File: src/rtl/gauss_pkg.sv
// Shared definitions for the Gaussian frame sequencer: FSM states and kernel-size decoding.
package gauss_pkg;

   typedef enum logic [2:0] {
      S_IDLE    = 3'd0,
      S_ISSUE   = 3'd1,
      S_PRESENT = 3'd2,
      S_WAIT    = 3'd3,
      S_WRITE   = 3'd4,
      S_DONE    = 3'd5
   } state_e;

   localparam logic [2:0] KSIZE_3 = 3'd3;
   localparam logic [2:0] KSIZE_5 = 3'd5;
   localparam logic [2:0] KSIZE_7 = 3'd7;

   // The reserved selector value falls back to the smallest kernel.
   function automatic logic [2:0] ksize_decode(input logic [1:0] sel);
      logic [2:0] k;
      case (sel)
         2'd1:    k = KSIZE_5;
         2'd2:    k = KSIZE_7;
         default: k = KSIZE_3;
      endcase
      return k;
   endfunction

endpackage

File: src/rtl/gauss_win_addr.sv
// Window tap locator: bounds check of (r+ky-half, c+kx-half) and interleaved frame address.
module gauss_win_addr
   import gauss_pkg::*;
#(
   parameter int ROWS   = 192,
   parameter int COLS   = 192,
   parameter int CH     = 3,
   parameter int ADDR_W = $clog2(ROWS * COLS * CH)
) (
   input  logic [ADDR_W-1:0] r,
   input  logic [ADDR_W-1:0] c,
   input  logic [ADDR_W-1:0] ch,
   input  logic [2:0]        ky,
   input  logic [2:0]        kx,
   input  logic [1:0]        half,
   output logic              in_bounds,
   output logic [ADDR_W-1:0] addr
);

   localparam logic signed [ADDR_W:0] ROWS_S = (ADDR_W+1)'(ROWS);
   localparam logic signed [ADDR_W:0] COLS_S = (ADDR_W+1)'(COLS);
   localparam logic [ADDR_W-1:0]      COLS_A = ADDR_W'(COLS);
   localparam logic [ADDR_W-1:0]      CH_A   = ADDR_W'(CH);

   logic signed [ADDR_W:0] pr_s;
   logic signed [ADDR_W:0] pc_s;

   // Signed window position; the multiply only feeds the address for in-frame taps.
   always_comb begin
      pr_s = $signed((ADDR_W+1)'(r)) + $signed((ADDR_W+1)'(ky)) - $signed((ADDR_W+1)'(half));
      pc_s = $signed((ADDR_W+1)'(c)) + $signed((ADDR_W+1)'(kx)) - $signed((ADDR_W+1)'(half));
      in_bounds = !pr_s[ADDR_W] && (pr_s < ROWS_S) && !pc_s[ADDR_W] && (pc_s < COLS_S);
      if (in_bounds) begin
         addr = (pr_s[ADDR_W-1:0] * COLS_A + pc_s[ADDR_W-1:0]) * CH_A + ch;
      end else begin
         addr = '0;
      end
   end

endmodule

File: src/rtl/gauss_frame_sequencer.sv
// Walks every (row, col, channel) sample of a frame, streams its zero-padded kernel window
// to the convolution core one tap at a time and writes the core's result back out.
module gauss_frame_sequencer
   import gauss_pkg::*;
#(
   parameter int ROWS   = 192,
   parameter int COLS   = 192,
   parameter int CH     = 3,
   parameter int SIZE   = ROWS * COLS * CH,
   parameter int ADDR_W = $clog2(SIZE)
) (
   input  logic              clk,
   input  logic              rst,
   input  logic              start,
   input  logic [1:0]        ksize_sel,
   output logic              busy,
   output logic              done,
   output logic              rd_en,
   output logic [ADDR_W-1:0] rd_addr,
   input  logic [7:0]        rd_data,
   output logic              tap_valid,
   output logic [7:0]        tap_pix,
   output logic [5:0]        tap_idx,
   output logic              tap_last,
   input  logic              tap_ready,
   input  logic              res_valid,
   input  logic [7:0]        res_data,
   output logic              wr_en,
   output logic [ADDR_W-1:0] wr_addr,
   output logic [7:0]        wr_data
);

   localparam logic [ADDR_W-1:0] ROWS_M1 = ADDR_W'(ROWS - 1);
   localparam logic [ADDR_W-1:0] COLS_M1 = ADDR_W'(COLS - 1);
   localparam logic [ADDR_W-1:0] CH_M1   = ADDR_W'(CH - 1);
   localparam logic [ADDR_W-1:0] COLS_A  = ADDR_W'(COLS);
   localparam logic [ADDR_W-1:0] CH_A    = ADDR_W'(CH);
   localparam logic [ADDR_W-1:0] ONE_A   = ADDR_W'(1);

   state_e            state_q, state_d;
   logic [2:0]        k_q, k_d, ky_q, ky_d, kx_q, kx_d;
   logic [1:0]        half_q, half_d;
   logic [ADDR_W-1:0] r_q, r_d, c_q, c_d, ch_q, ch_d;
   logic              pad_q, pad_d, phase_q, phase_d;
   logic              busy_q, busy_d, done_q, done_d, rd_en_q, rd_en_d;
   logic [ADDR_W-1:0] rd_addr_q, rd_addr_d, wr_addr_q, wr_addr_d;
   logic              tap_valid_q, tap_valid_d, tap_last_q, tap_last_d, wr_en_q, wr_en_d;
   logic [7:0]        tap_pix_q, tap_pix_d, wr_data_q, wr_data_d;
   logic [5:0]        tap_idx_q, tap_idx_d;
   logic              in_bounds_s, last_sample_s;
   logic [ADDR_W-1:0] win_addr_s, out_addr_s;

   gauss_win_addr #(.ROWS(ROWS), .COLS(COLS), .CH(CH), .ADDR_W(ADDR_W)) u_win_addr (
      .r(r_q), .c(c_q), .ch(ch_q), .ky(ky_q), .kx(kx_q), .half(half_q),
      .in_bounds(in_bounds_s), .addr(win_addr_s)
   );

   // Next-state and next-output logic for the frame walk.
   always_comb begin
      state_d     = state_q;     k_d = k_q;       half_d = half_q;
      r_d         = r_q;         c_d = c_q;       ch_d   = ch_q;
      ky_d        = ky_q;        kx_d = kx_q;     pad_d  = pad_q;   phase_d = phase_q;
      busy_d      = busy_q;      done_d = 1'b0;   rd_en_d = 1'b0;   rd_addr_d = rd_addr_q;
      tap_valid_d = tap_valid_q; tap_pix_d = tap_pix_q; tap_idx_d = tap_idx_q;
      tap_last_d  = tap_last_q;  wr_en_d = 1'b0;  wr_addr_d = wr_addr_q; wr_data_d = wr_data_q;
      out_addr_s    = (r_q * COLS_A + c_q) * CH_A + ch_q;
      last_sample_s = (ch_q == CH_M1) && (c_q == COLS_M1) && (r_q == ROWS_M1);
      case (state_q)
         S_IDLE: begin
            if (start) begin
               k_d     = ksize_decode(ksize_sel);
               half_d  = k_d[2:1];
               r_d     = '0;  c_d  = '0;  ch_d = '0;
               ky_d    = 3'd0; kx_d = 3'd0;
               busy_d  = 1'b1;
               state_d = S_ISSUE;
            end else begin
               busy_d  = 1'b0;
            end
         end
         S_ISSUE: begin
            rd_en_d = in_bounds_s;
            pad_d   = !in_bounds_s;
            phase_d = 1'b0;
            if (in_bounds_s) begin
               rd_addr_d = win_addr_s;
            end else begin
               rd_addr_d = rd_addr_q;
            end
            state_d = S_PRESENT;
         end
         S_PRESENT: begin
            // phase 0 is the read cycle; read data is valid on phase 1 and captured then
            if (!tap_valid_q) begin
               if (!phase_q) begin
                  phase_d = 1'b1;
               end else begin
                  tap_valid_d = 1'b1;
                  tap_pix_d   = pad_q ? 8'd0 : rd_data;
                  tap_idx_d   = {3'd0, ky_q} * {3'd0, k_q} + {3'd0, kx_q};
                  tap_last_d  = (ky_q == k_q - 3'd1) && (kx_q == k_q - 3'd1);
               end
            end else if (tap_ready) begin
               tap_valid_d = 1'b0;
               if (tap_last_q) begin
                  kx_d    = 3'd0;
                  ky_d    = 3'd0;
                  state_d = S_WAIT;
               end else if (kx_q == k_q - 3'd1) begin
                  kx_d    = 3'd0;
                  ky_d    = ky_q + 3'd1;
                  state_d = S_ISSUE;
               end else begin
                  kx_d    = kx_q + 3'd1;
                  state_d = S_ISSUE;
               end
            end else begin
               tap_valid_d = 1'b1;
            end
         end
         S_WAIT: begin
            if (res_valid) begin
               wr_data_d = res_data;
               wr_addr_d = out_addr_s;
               wr_en_d   = 1'b1;
               state_d   = S_WRITE;
            end else begin
               state_d   = S_WAIT;
            end
         end
         S_WRITE: begin
            if (last_sample_s) begin
               r_d = '0; c_d = '0; ch_d = '0;
               done_d  = 1'b1;
               busy_d  = 1'b0;
               state_d = S_DONE;
            end else if (ch_q != CH_M1) begin
               ch_d    = ch_q + ONE_A;
               state_d = S_ISSUE;
            end else if (c_q != COLS_M1) begin
               ch_d    = '0;
               c_d     = c_q + ONE_A;
               state_d = S_ISSUE;
            end else begin
               ch_d    = '0;
               c_d     = '0;
               r_d     = r_q + ONE_A;
               state_d = S_ISSUE;
            end
         end
         S_DONE: begin
            state_d = S_IDLE;
         end
         default: begin
            state_d = S_IDLE;
            busy_d  = 1'b0;
         end
      endcase
   end

   // State, counter and output registers with synchronous reset.
   always_ff @(posedge clk) begin
      if (rst) begin
         state_q <= S_IDLE;  k_q <= 3'd0;  half_q <= 2'd0;
         r_q <= '0;  c_q <= '0;  ch_q <= '0;  ky_q <= 3'd0;  kx_q <= 3'd0;
         pad_q <= 1'b0;  phase_q <= 1'b0;  busy_q <= 1'b0;  done_q <= 1'b0;
         rd_en_q <= 1'b0;  rd_addr_q <= '0;  tap_valid_q <= 1'b0;  tap_pix_q <= 8'd0;
         tap_idx_q <= 6'd0;  tap_last_q <= 1'b0;  wr_en_q <= 1'b0;  wr_addr_q <= '0;
         wr_data_q <= 8'd0;
      end else begin
         state_q <= state_d;  k_q <= k_d;  half_q <= half_d;
         r_q <= r_d;  c_q <= c_d;  ch_q <= ch_d;  ky_q <= ky_d;  kx_q <= kx_d;
         pad_q <= pad_d;  phase_q <= phase_d;  busy_q <= busy_d;  done_q <= done_d;
         rd_en_q <= rd_en_d;  rd_addr_q <= rd_addr_d;  tap_valid_q <= tap_valid_d;
         tap_pix_q <= tap_pix_d;  tap_idx_q <= tap_idx_d;  tap_last_q <= tap_last_d;
         wr_en_q <= wr_en_d;  wr_addr_q <= wr_addr_d;  wr_data_q <= wr_data_d;
      end
   end

   assign busy      = busy_q;
   assign done      = done_q;
   assign rd_en     = rd_en_q;
   assign rd_addr   = rd_addr_q;
   assign tap_valid = tap_valid_q;
   assign tap_pix   = tap_pix_q;
   assign tap_idx   = tap_idx_q;
   assign tap_last  = tap_last_q;
   assign wr_en     = wr_en_q;
   assign wr_addr   = wr_addr_q;
   assign wr_data   = wr_data_q;

endmodule

File: config.mk
export PLATFORM = sky130hd
export DESIGN_NAME = gauss_frame_sequencer
export DESIGN_NICKNAME = d
export VERILOG_FILES = /design/src/rtl/gauss_pkg.sv /design/src/rtl/gauss_win_addr.sv /design/src/rtl/gauss_frame_sequencer.sv
export SDC_FILE = /design/constraint.sdc
export NUM_CORES = 1
export LEC_CHECK = 0
export ABC_AREA = 1
export BUFFER_PORTS_ARGS = -buffer_cell sky130_fd_sc_hd__buf_2
export CORE_MARGIN = 10
export CORE_UTILIZATION = 68
export CTS_BUF_LIST = sky130_fd_sc_hd__clkbuf_16
export DETAILED_ROUTE_END_ITERATION = 7
export GPL_ROUTABILITY_DRIVEN = 0
export MAX_ROUTING_LAYER = met4
export PLACE_DENSITY = 0.95
export RECOVER_POWER = 50
export SETUP_SLACK_MARGIN = 0.2
export SYNTH_ARGS = -nofsm -noshare
export SYNTH_HDL_FRONTEND = slang
export SYNTH_SLANG_ARGS = --single-unit
File: constraint.sdc
create_clock -name clk -period 15.7 [get_ports clk]
set_input_delay 2.355 -clock clk [delete_from_list [all_inputs] [get_ports clk]]
set_output_delay 2.355 -clock clk [all_outputs]
set_load 0.02 [all_outputs]
==> results.md, run 1 <==
Synthesis:
- The distinct cell type count of the synthesized netlist is 50.
- In the post-synthesis netlist, the biggest area contributors are sky130_fd_sc_hd__dfxtp_1, sky130_fd_sc_hd__ha_1, sky130_fd_sc_hd__nand2_1.
- A synthesized cell averages between 6 and 7 um2.
- Counting flops with a built-in enable in the synthesized netlist gives 0.
- The most used flip-flop cell after synthesis is sky130_fd_sc_hd__dfxtp_1.
- The dominant cell by count in the synthesized netlist is sky130_fd_sc_hd__nand2_1.
- The total nets after synthesis is roughly 2000.
- The part of the Yosys area used for sequential elements is 20.64%.
- Counting flops and latches in the post-synthesis netlist gives 127.
- The cell count after synthesis came out at 1774.
- The area share of the largest cell type after synthesis is 20.64%.
- The synthesized design spends more area on one cell type than any other, namely sky130_fd_sc_hd__dfxtp_1.
- The Yosys step of the flow raised 0 warnings.
- The summed instance area of the synthesized netlist is 0.01232 mm2.
- The fraction of registers with async set/reset is 0%.
- After synthesis, the most frequently instantiated cells are sky130_fd_sc_hd__nand2_1, sky130_fd_sc_hd__inv_1, sky130_fd_sc_hd__ha_1, sky130_fd_sc_hd__nor2_1, sky130_fd_sc_hd__a21oi_1.

STA:
- On the final layout, the worst clock skew is 12.52 ps.
- The final-layout setup total negative slack is 0 ps.
- The pin slew with the least headroom to its limit is 2544 ps.
- Setup repair after global routing left no endpoint under its margin.
- The worst slew slack as a fraction of its limit is -69.62%.
- Setup violations remaining at the end of the flow were counted as 0.
- The final hold violation count came to 0.
- The final critical path takes up a little over two fifths of the cycle.
- Final hold analysis gives a worst-case slack of around 470 ps.
- The final count of pins violating max slew came to 99.
- The clock period could shrink to approximately 6600 ps.
- Static timing analysis puts the maximum clock frequency at 151.6 MHz.

Clock network:
- Buffers inserted to repair hold after CTS numbered 0.
- Clock-pin slew was measured on the worst setup and hold paths at approximately 70 ps.
- The number of gates resized after CTS is 0.
- TritonCTS built the clock tree.
- The H-tree was split into 4 levels.
- The buffer type at the clock tree root is sky130_fd_sc_hd__clkbuf_16.
- The maximum clock insertion buffer count is 2.
- TritonCTS created 17 clock buffers.
- The number of post-CTS setup repair buffers is 0.
- For this design, the sink count on the clock tree is 127.
- For the worst-skew pair, the clock arrives at the later sink with an insertion delay of about 440 ps.

Global routing:
- Summed over all layers, the global routing overflow is 0.
- The number of global-route vias before repair is around 13000.
- The first global-routing pass estimated between 60 and 70 mm of wire.
- The global routing usage summed across all routing layers is 31.43%.
- The initial antenna violation count was 0.
- Entering global routing, the biggest net connects 57 pins.

Floorplan:
- The number of core rows is between 40 and 50.
- The chip height is 154.6 um.
- For this configuration, the core starts out at a cell density of 68.82%.
- The number of top-level pins is 85.
- The die covers 0.02390 mm2.
- The core region is roughly 0.018 mm2.
- In this run the horizontal extent of the chip is around 150 um.

Hold path:
- The startpoint identified for the worst hold timing path is tap_pix[6].
- The cell count of the worst hold path is 2.
- The path category of the worst min-delay check is flip-flop to flip-flop.
- The endpoint of the worst hold-timing path is tap_pix[6].

Finish:
- The relative area change from synthesis to final layout is 9.089%.
- The filler cell count in the final layout is roughly 1300.
- The number of nets in the final layout is between 2000 and 2500.
- In the final layout, flip-flops and latches occupy 0.002542 mm2.
- The multi-input combinational cells in the finished layout cover a total of 0.008615 mm2.
- The number of antenna diodes in the final layout is 0.
- Cells with a size suffix above 1 make up 5.207% of the layout.

Routing:
- The residual DRC count is 2.
- The total detailed-routing wirelength is 37.45 mm.
- Dividing the detail-routed via count by the number of cells gives ~6.2.
- The iteration-0 DRC count of the detailed router is 1770.
- The residual antenna-violating net count after detailed routing is 0.
- The average wire per cell in the routed design is 17.90 um.
- For this run, the detailed router's first-pass iteration total came to 8.
- The via count is 13050.

Worst setup path:
- The capture point of the worst reg-to-reg path is rd_addr[16].
- For the worst flop-to-flop path, the logic depth is 29.
- The cell with the most instances on the worst path is sky130_fd_sc_hd__nand2_1.
- For this design, the slowest cell found on the critical path is sky130_fd_sc_hd__fa_1.
- The worst endpoint required time is 16040 ps.
- The data arrival time of the worst path is 6930 ps.
- The launching element type of the critical path is a flip-flop.
- The peak fanout along the critical path is 7.
- The reg2reg setup slack is 9100 ps.
- The largest single stage delay on the critical path is 550 ps.
- The worst register-to-register path begins at ky_q[1].
- The worst setup path is captured at a flip-flop.
- The start-to-end type of the worst setup path is flip-flop to flip-flop.

Place:
- The HPWL after detailed placement is about 27 mm.
- The total of buffers placed on input and output ports is between 80 and 90.

Job:
- The total of max-cap violations is 2.

Status:
- The final reports fail on DRC, capacitance limit, slew limit.
- The run finished, with violations left.
[worst max-delay path, delay by kind of cell (launching register included)]
family	cells	cell delay, ps
AO/OA/AOI/OAI	9	1680
adder cells (fa/ha/maj)	6	2600
buffers and inverters	4	360
XOR/XNOR	3	790
flip-flops	1	470
AND/OR/NAND/NOR	7	570
[cell usage in the layout, fill, tap and decap left out, drive strengths merged, types with 2 or more instances in the layout]
master	Yosys	layout
o21ai	103	103
ha	158	158
a21boi	3	3
xnor2	17	17
o211ai	2	2
xor2	68	68
fa	43	43
nor3	29	29
and3	2	2
dfxtp	127	127
o21bai	13	13
nand3b	8	8
a21o	10	10
nand2	367	367
a31oi	8	8
o21a	8	8
and2	3	3
clkinv	4	10
a221oi	4	4
buf	12	22
nor2	159	159
bufinv	0	3
a21oi	154	154
clkbuf	17	81
o2111ai	2	2
nand4	32	32
nor4	7	7
a211oi	9	9
o31ai	4	4
nand3	122	122
inv	271	276
or2	3	3
[cell type report]
| type | instances | share of cell area [%] |
|---|---|---|
| clock buffers | 17 | 3.165 |
| clock inverters | 15 | 1.387 |
| inverters | 275 | 7.680 |
| multi-input cells | 1343 | 64.09 |
| flip-flops and latches | 127 | 18.92 |
| well taps | 229 | 2.132 |
| repair buffers | 86 | 2.625 |
[through the flow]
step | util [%] | std cells | instance area, um2 | setup WS, ps
final | 75.08 | 2092 | 13440 | 9103
after global routing | 75.08 | 2092 | 13440 | 8602
after CTS | 75.54 | 2092 | 13520 | 9248
after detailed placement | 72.12 | 2060 | 12910 | 9362
after global placement | 72.12 | 2060 | 12910 | 9707
after floorplan | - | 1774 | 12320 | 9991
[state kept, by name, summed over array words and instances, names as in the netlist]
signal and count:
c_q 17, ch_q 17, r_q 17, rd_addr 17, wr_addr 17, tap_pix 8
wr_data 8, tap_idx 6, k_q 3, kx_q 3, ky_q 3, state_q 3
busy 1, done 1, pad_q 1, phase_q 1, rd_en 1, tap_last 1
tap_valid 1, wr_en 1
[logic make-up (layout without fill, tap and decap cells)]
kind of cell               count (synthesis)  after routing  share of synthesized area [%]
AOI/OAI and AO/OA                        324            324                          14.79
and+or+nand+nor                          733            733                          26.04
xor gates and xnor gates                  85             85                          6.042
buffers and inverters                    304            393                          9.465
DFF                                      127            127                          20.64
adders and majority gates                201            201                          23.03
[worst max-delay path by stage]
stage                  from           to  slack (ps)  cells past startpoint
finish              ky_q[1]  rd_addr[16]        9100                     29
global route        ky_q[1]  rd_addr[16]        8600                     29
global placement    ky_q[1]  rd_addr[16]        9710                     29
CTS                 ky_q[1]  rd_addr[16]        9250                     29
detailed placement  ky_q[1]  rd_addr[16]        9360                     29
floorplan           ky_q[1]  rd_addr[16]        9990                     29
[routing by layer]
metal / global-route usage (%) / vias to the layer above / part of all wire, %
met2: 49.02 / 1009 / 45
met5: - / - / 0
met1: 36.09 / 5835 / 37
met3: 6.711 / 249 / 12
met4: 20.20 / 0 / 6.8
li1: - / 5960 / -
Power of run 1 is not shown: default switching activity piles up to over one toggle a cycle in this logic, so the estimate is an artifact.
==> inputs of run 2 (changes only) <==
ABC_AREA = 0   (was 1)
CORE_UTILIZATION = 56   (was 68)
PLACE_DENSITY = 0.89   (was 0.95)
clock period = 5.9 ns   (was 15.7 ns; I/O delays follow)
==> results.md, run 2 <==
Status:
- The flow ran to the end, but the final reports show violations.
- The checks that failed: setup timing.

Worst setup path:
- The launching element type of the critical path is a flip-flop.
- The peak fanout along the critical path is 4.
- For the worst flop-to-flop path, the logic depth is 28.
- In this run the number of cells on the critical path is 28.
- Data on the critical path is required at its endpoint by 6240 ps.
- STA classifies the critical path endpoint as a flip-flop.
- The start-to-end type of the worst setup path is flip-flop to flip-flop.
- Together, buffers and inverters on the worst path number 4.
- Data arrives at the worst endpoint at 6560 ps.
- The reg2reg setup slack is -320 ps.
- The slowest cell on the critical path is sky130_fd_sc_hd__fa_1.
- The kind of cell with the highest combined delay along the critical path is adder cells.
- The delay of the slowest cell on the worst path is 580 ps.

Finish:
- The most frequent standard cell in the layout excluding fill and tap cells is sky130_fd_sc_hd__ha_1.
- With fillers left out, the area of the finished cells amounts to approximately 0.013 mm2.
- The share of final-layout standard cells stronger than drive strength 1 is 16.72%.
- The antenna diode count is 0.
- The number of standard cells in the layout, taps in and fillers out is about 1800.
- Leaving out fill and tap cells, the most frequent cells in the layout are sky130_fd_sc_hd__ha_1, sky130_fd_sc_hd__nor2_1, sky130_fd_sc_hd__dfxtp_1, sky130_fd_sc_hd__nand2_1, sky130_fd_sc_hd__inv_1.
- For this run, the post-layout net count is 1700.
- The relative area change from synthesis to final layout is 17.19%.
- The filler cell count in the final layout is 1419.

Global routing:
- The wire length of the first global-routing pass is approximately 51 mm.
- The global-route congestion overflow total is 0.
- The maximum number of pins on one net before global-route repair is 62.
- The initial antenna violation count came to 0.
- The global routing usage summed across all routing layers is 23.86%.
- The number of global-route vias before repair is 10560.

Synthesis:
- The most common flop cell mapped by yosys is sky130_fd_sc_hd__dfxtp_1.
- The part of the Yosys area used for sequential elements is a little under a quarter.
- Counting instances in the post-synthesis netlist gives the leading cell types as sky130_fd_sc_hd__ha_1, sky130_fd_sc_hd__nor2_1, sky130_fd_sc_hd__dfxtp_1, sky130_fd_sc_hd__inv_1, sky130_fd_sc_hd__nand2_1.
- The fraction of registers with async set/reset is 0%.
- Synthesis inferred between 100 and 150 register bits.
- sky130_fd_sc_hd__ha_1 is the most common cell in the netlist.
- The mapped netlist covers between 0.01 and 0.015 mm2.
- The post-synthesis instance total is 1359.
- Yosys printed 0 warnings.
- Counting flops with a built-in enable in the synthesized netlist gives 0.
- The area share of the largest cell type after synthesis is approximately 23%.
- The largest total area in the synthesized netlist belongs to sky130_fd_sc_hd__dfxtp_1.
- The distinct cell type count of the synthesized netlist is 76.
- After synthesis, the cell types taking the most area are sky130_fd_sc_hd__dfxtp_1, sky130_fd_sc_hd__ha_1, sky130_fd_sc_hd__xnor2_1.
- The mean instance size in the synthesized netlist is 8.300 um2.
- The number of nets in the synthesized netlist is ~1600.

STA:
- The final hold violation count is 0.
- The final period utilization is 105.4%.
- Once routing completed, OpenROAD measured the worst setup slack at -317.0 ps.
- The final count of pins violating max slew is 0.
- The total of endpoints with negative setup slack in the final report is 2.
- Static timing analysis puts the maximum clock frequency at 160.8 MHz.
- Headroom to the max-slew limit came out at a little under a quarter.
- The pin slew with the least headroom to its limit is about 1100 ps.
- Setup repair after global routing could not meet its margin everywhere.
- On the final layout, the worst clock skew is between 10 and 15 ps.
- The shortest period the worst path allows is about 6200 ps.

Pwr:
- The power density relative to cell area is 544.3 mW/mm2.
- The static power due to leakage is about 6.0 nW.
- The worst IR drop on VDD is 0.8247 mV.

Floorplan:
- The core region is just under 0.02 mm2.
- The number of core rows is 51.
- The initial cell density of the core is between 50 and 60%.
- The area of the die is 0.02622 mm2.
- The chip height is between 150 and 200 um.
- The x dimension of the die is 161.9 um.
- The number of top-level pins is 85.

Clock network:
- The CTS tree is built.
- At the later pin of the worst-skew pair, clock insertion delay measures between 400 and 500 ps.
- The clock buffer count from CTS is 17.
- The total number of H-tree levels is 4.
- CTS placed an instance of sky130_fd_sc_hd__clkbuf_16 at the clock tree root.
- The clock transition at the register clock pins on the worst setup and hold paths after CTS is 70 ps.
- Counting along the longest clock path gives a buffer depth of 2.
- The number of clock sinks is 127.

Place:
- Once placement completed, the tool counted placed cells totaling between 1500 and 2000.
- The total of buffers placed on input and output ports is between 80 and 90.
- Once placement finished, the instance area stood at between 0.01 and 0.015 mm2.
- The post-DP HPWL is 22.74 mm.

Routing:
- The mean number of vias per cell is roughly 6.2.
- For this run, the detailed router's first-pass iteration total came to 5.
- Dividing the detail-routed wire length by the instance count gives roughly 19 um.
- In this run, the number of DRC markers left after iteration 0 of detailed routing was 1166.
- For this run, design rule violations remaining after detail routing come to 0.
- Summing over every cut layer, the via total after detailed routing is 10910.
- The detail route stage leaves a number of antenna-violating nets equal to 0.
- After detailed routing, the total wire length is ~34 mm.

Job:
- The tool flagged a number of max-cap violations equal to 0.

Hold path:
- The cell count of the worst hold path is 2.
- The path category of the worst min-delay check is flip-flop to flip-flop.
[run 2: changes by cell type in the layout (fill, tap and decap cells not counted), moves of 54 or more]
cell | previous run | this run
sky130_fd_sc_hd__inv_1 | 266 | 110
sky130_fd_sc_hd__nand3_1 | 118 | 35
sky130_fd_sc_hd__o21ai_0 | 100 | 42
sky130_fd_sc_hd__buf_2 | 21 | 83
sky130_fd_sc_hd__xnor2_1 | 17 | 92
sky130_fd_sc_hd__nand2_1 | 360 | 115
sky130_fd_sc_hd__clkbuf_1 | 64 | 0
sky130_fd_sc_hd__a21oi_1 | 147 | 93
[run 2: worst register-to-register path, delay by kind of cell (launching register included)]
kind | cells | cell delay [ps]
adders and majority gates | 5 | 1910
and+or+nand+nor | 3 | 900
DFF | 1 | 350
AOI/OAI and AO/OA | 7 | 1030
buffers and inverters | 4 | 410
xor gates and xnor gates | 9 | 1520
[run 2: worst paths after layout]
check	startpoint	end
worst max-delay path	r_q[1]	rd_addr[16]
worst min-delay path	tap_idx[5]	tap_idx[5]
worst max register to register	r_q[1]	rd_addr[16]
worst min register to register	tap_idx[5]	tap_idx[5]
[run 2: area by class of cell]
type	instances	area, um2	share of cell area (%)
Tap cell	265	331.6	2.508
Timing Repair Buffer	134	798.3	6.039
Clock inverter	15	167.7	1.268
Multi-Input combinational cell	1079	8506	64.34
Inverter	117	439.2	3.322
Clock buffer	17	425.4	3.218
Sequential cell	127	2551	19.30
[run 2: per-layer routing]
layer  vias to the layer above  GRT usage, %  routed length, um
met1                      5120         25.47              12760
met3                       205         5.586               2973
li1                       4950             -                  -
met5                         -             -                  0
met2                       635         40.64              16010
met4                         0         12.32               2129
[run 2: timing repair]
item	CTS	global route
gates cloned	0	0
setup buffers	7	8
setup endpoints to repair	4	6
gates resized for setup	16	37
pin swaps	25	36
hold buffers	0	0
hold endpoints to repair	0	0
[run 2: cell families (layout without fill, tap and decap cells)]
| family | Yosys count | after routing | synth area share (%) |
|---|---|---|---|
| AND/OR/NAND/NOR | 449 | 449 | 18.97 |
| XOR/XNOR | 130 | 130 | 10.22 |
| flip-flops | 127 | 127 | 22.54 |
| adder cells (fa/ha/maj) | 201 | 201 | 25.16 |
| AO/OA/AOI/OAI | 280 | 280 | 16.06 |
| buffers and inverters | 153 | 283 | 5.358 |
| multiplexers | 19 | 19 | 1.697 |
[run 2: stage by stage]
step	power, mW	hold slack [ps]	setup WS, ps	util [%]	setup TNS (ps)
finish	7.196	449.3	-317.0	67.26	-397.3
global placement	4.694	435.7	27.61	62.06	0
CTS	6.344	450.4	-79.19	65.82	-79.19
global route	7.639	469.7	-463.0	67.26	-1107
floorplan	3.969	446.4	105.9	-	0
detailed placement	4.878	440.7	-229.6	62.06	-296.4
[run 2: power by group]
part | leakage (nW) | internal, mW | switching [mW] | total, mW
Clock | 0.286 | 0.567 | 0.510 | 1.08
Combinational | 4.64 | 2.50 | 2.73 | 5.23
Sequential | 1.03 | 0.870 | 0.0213 | 0.891
Total | 5.95 | 3.94 | 3.26 | 7.20
No activity file was read; power rests on OpenSTA's default activity.
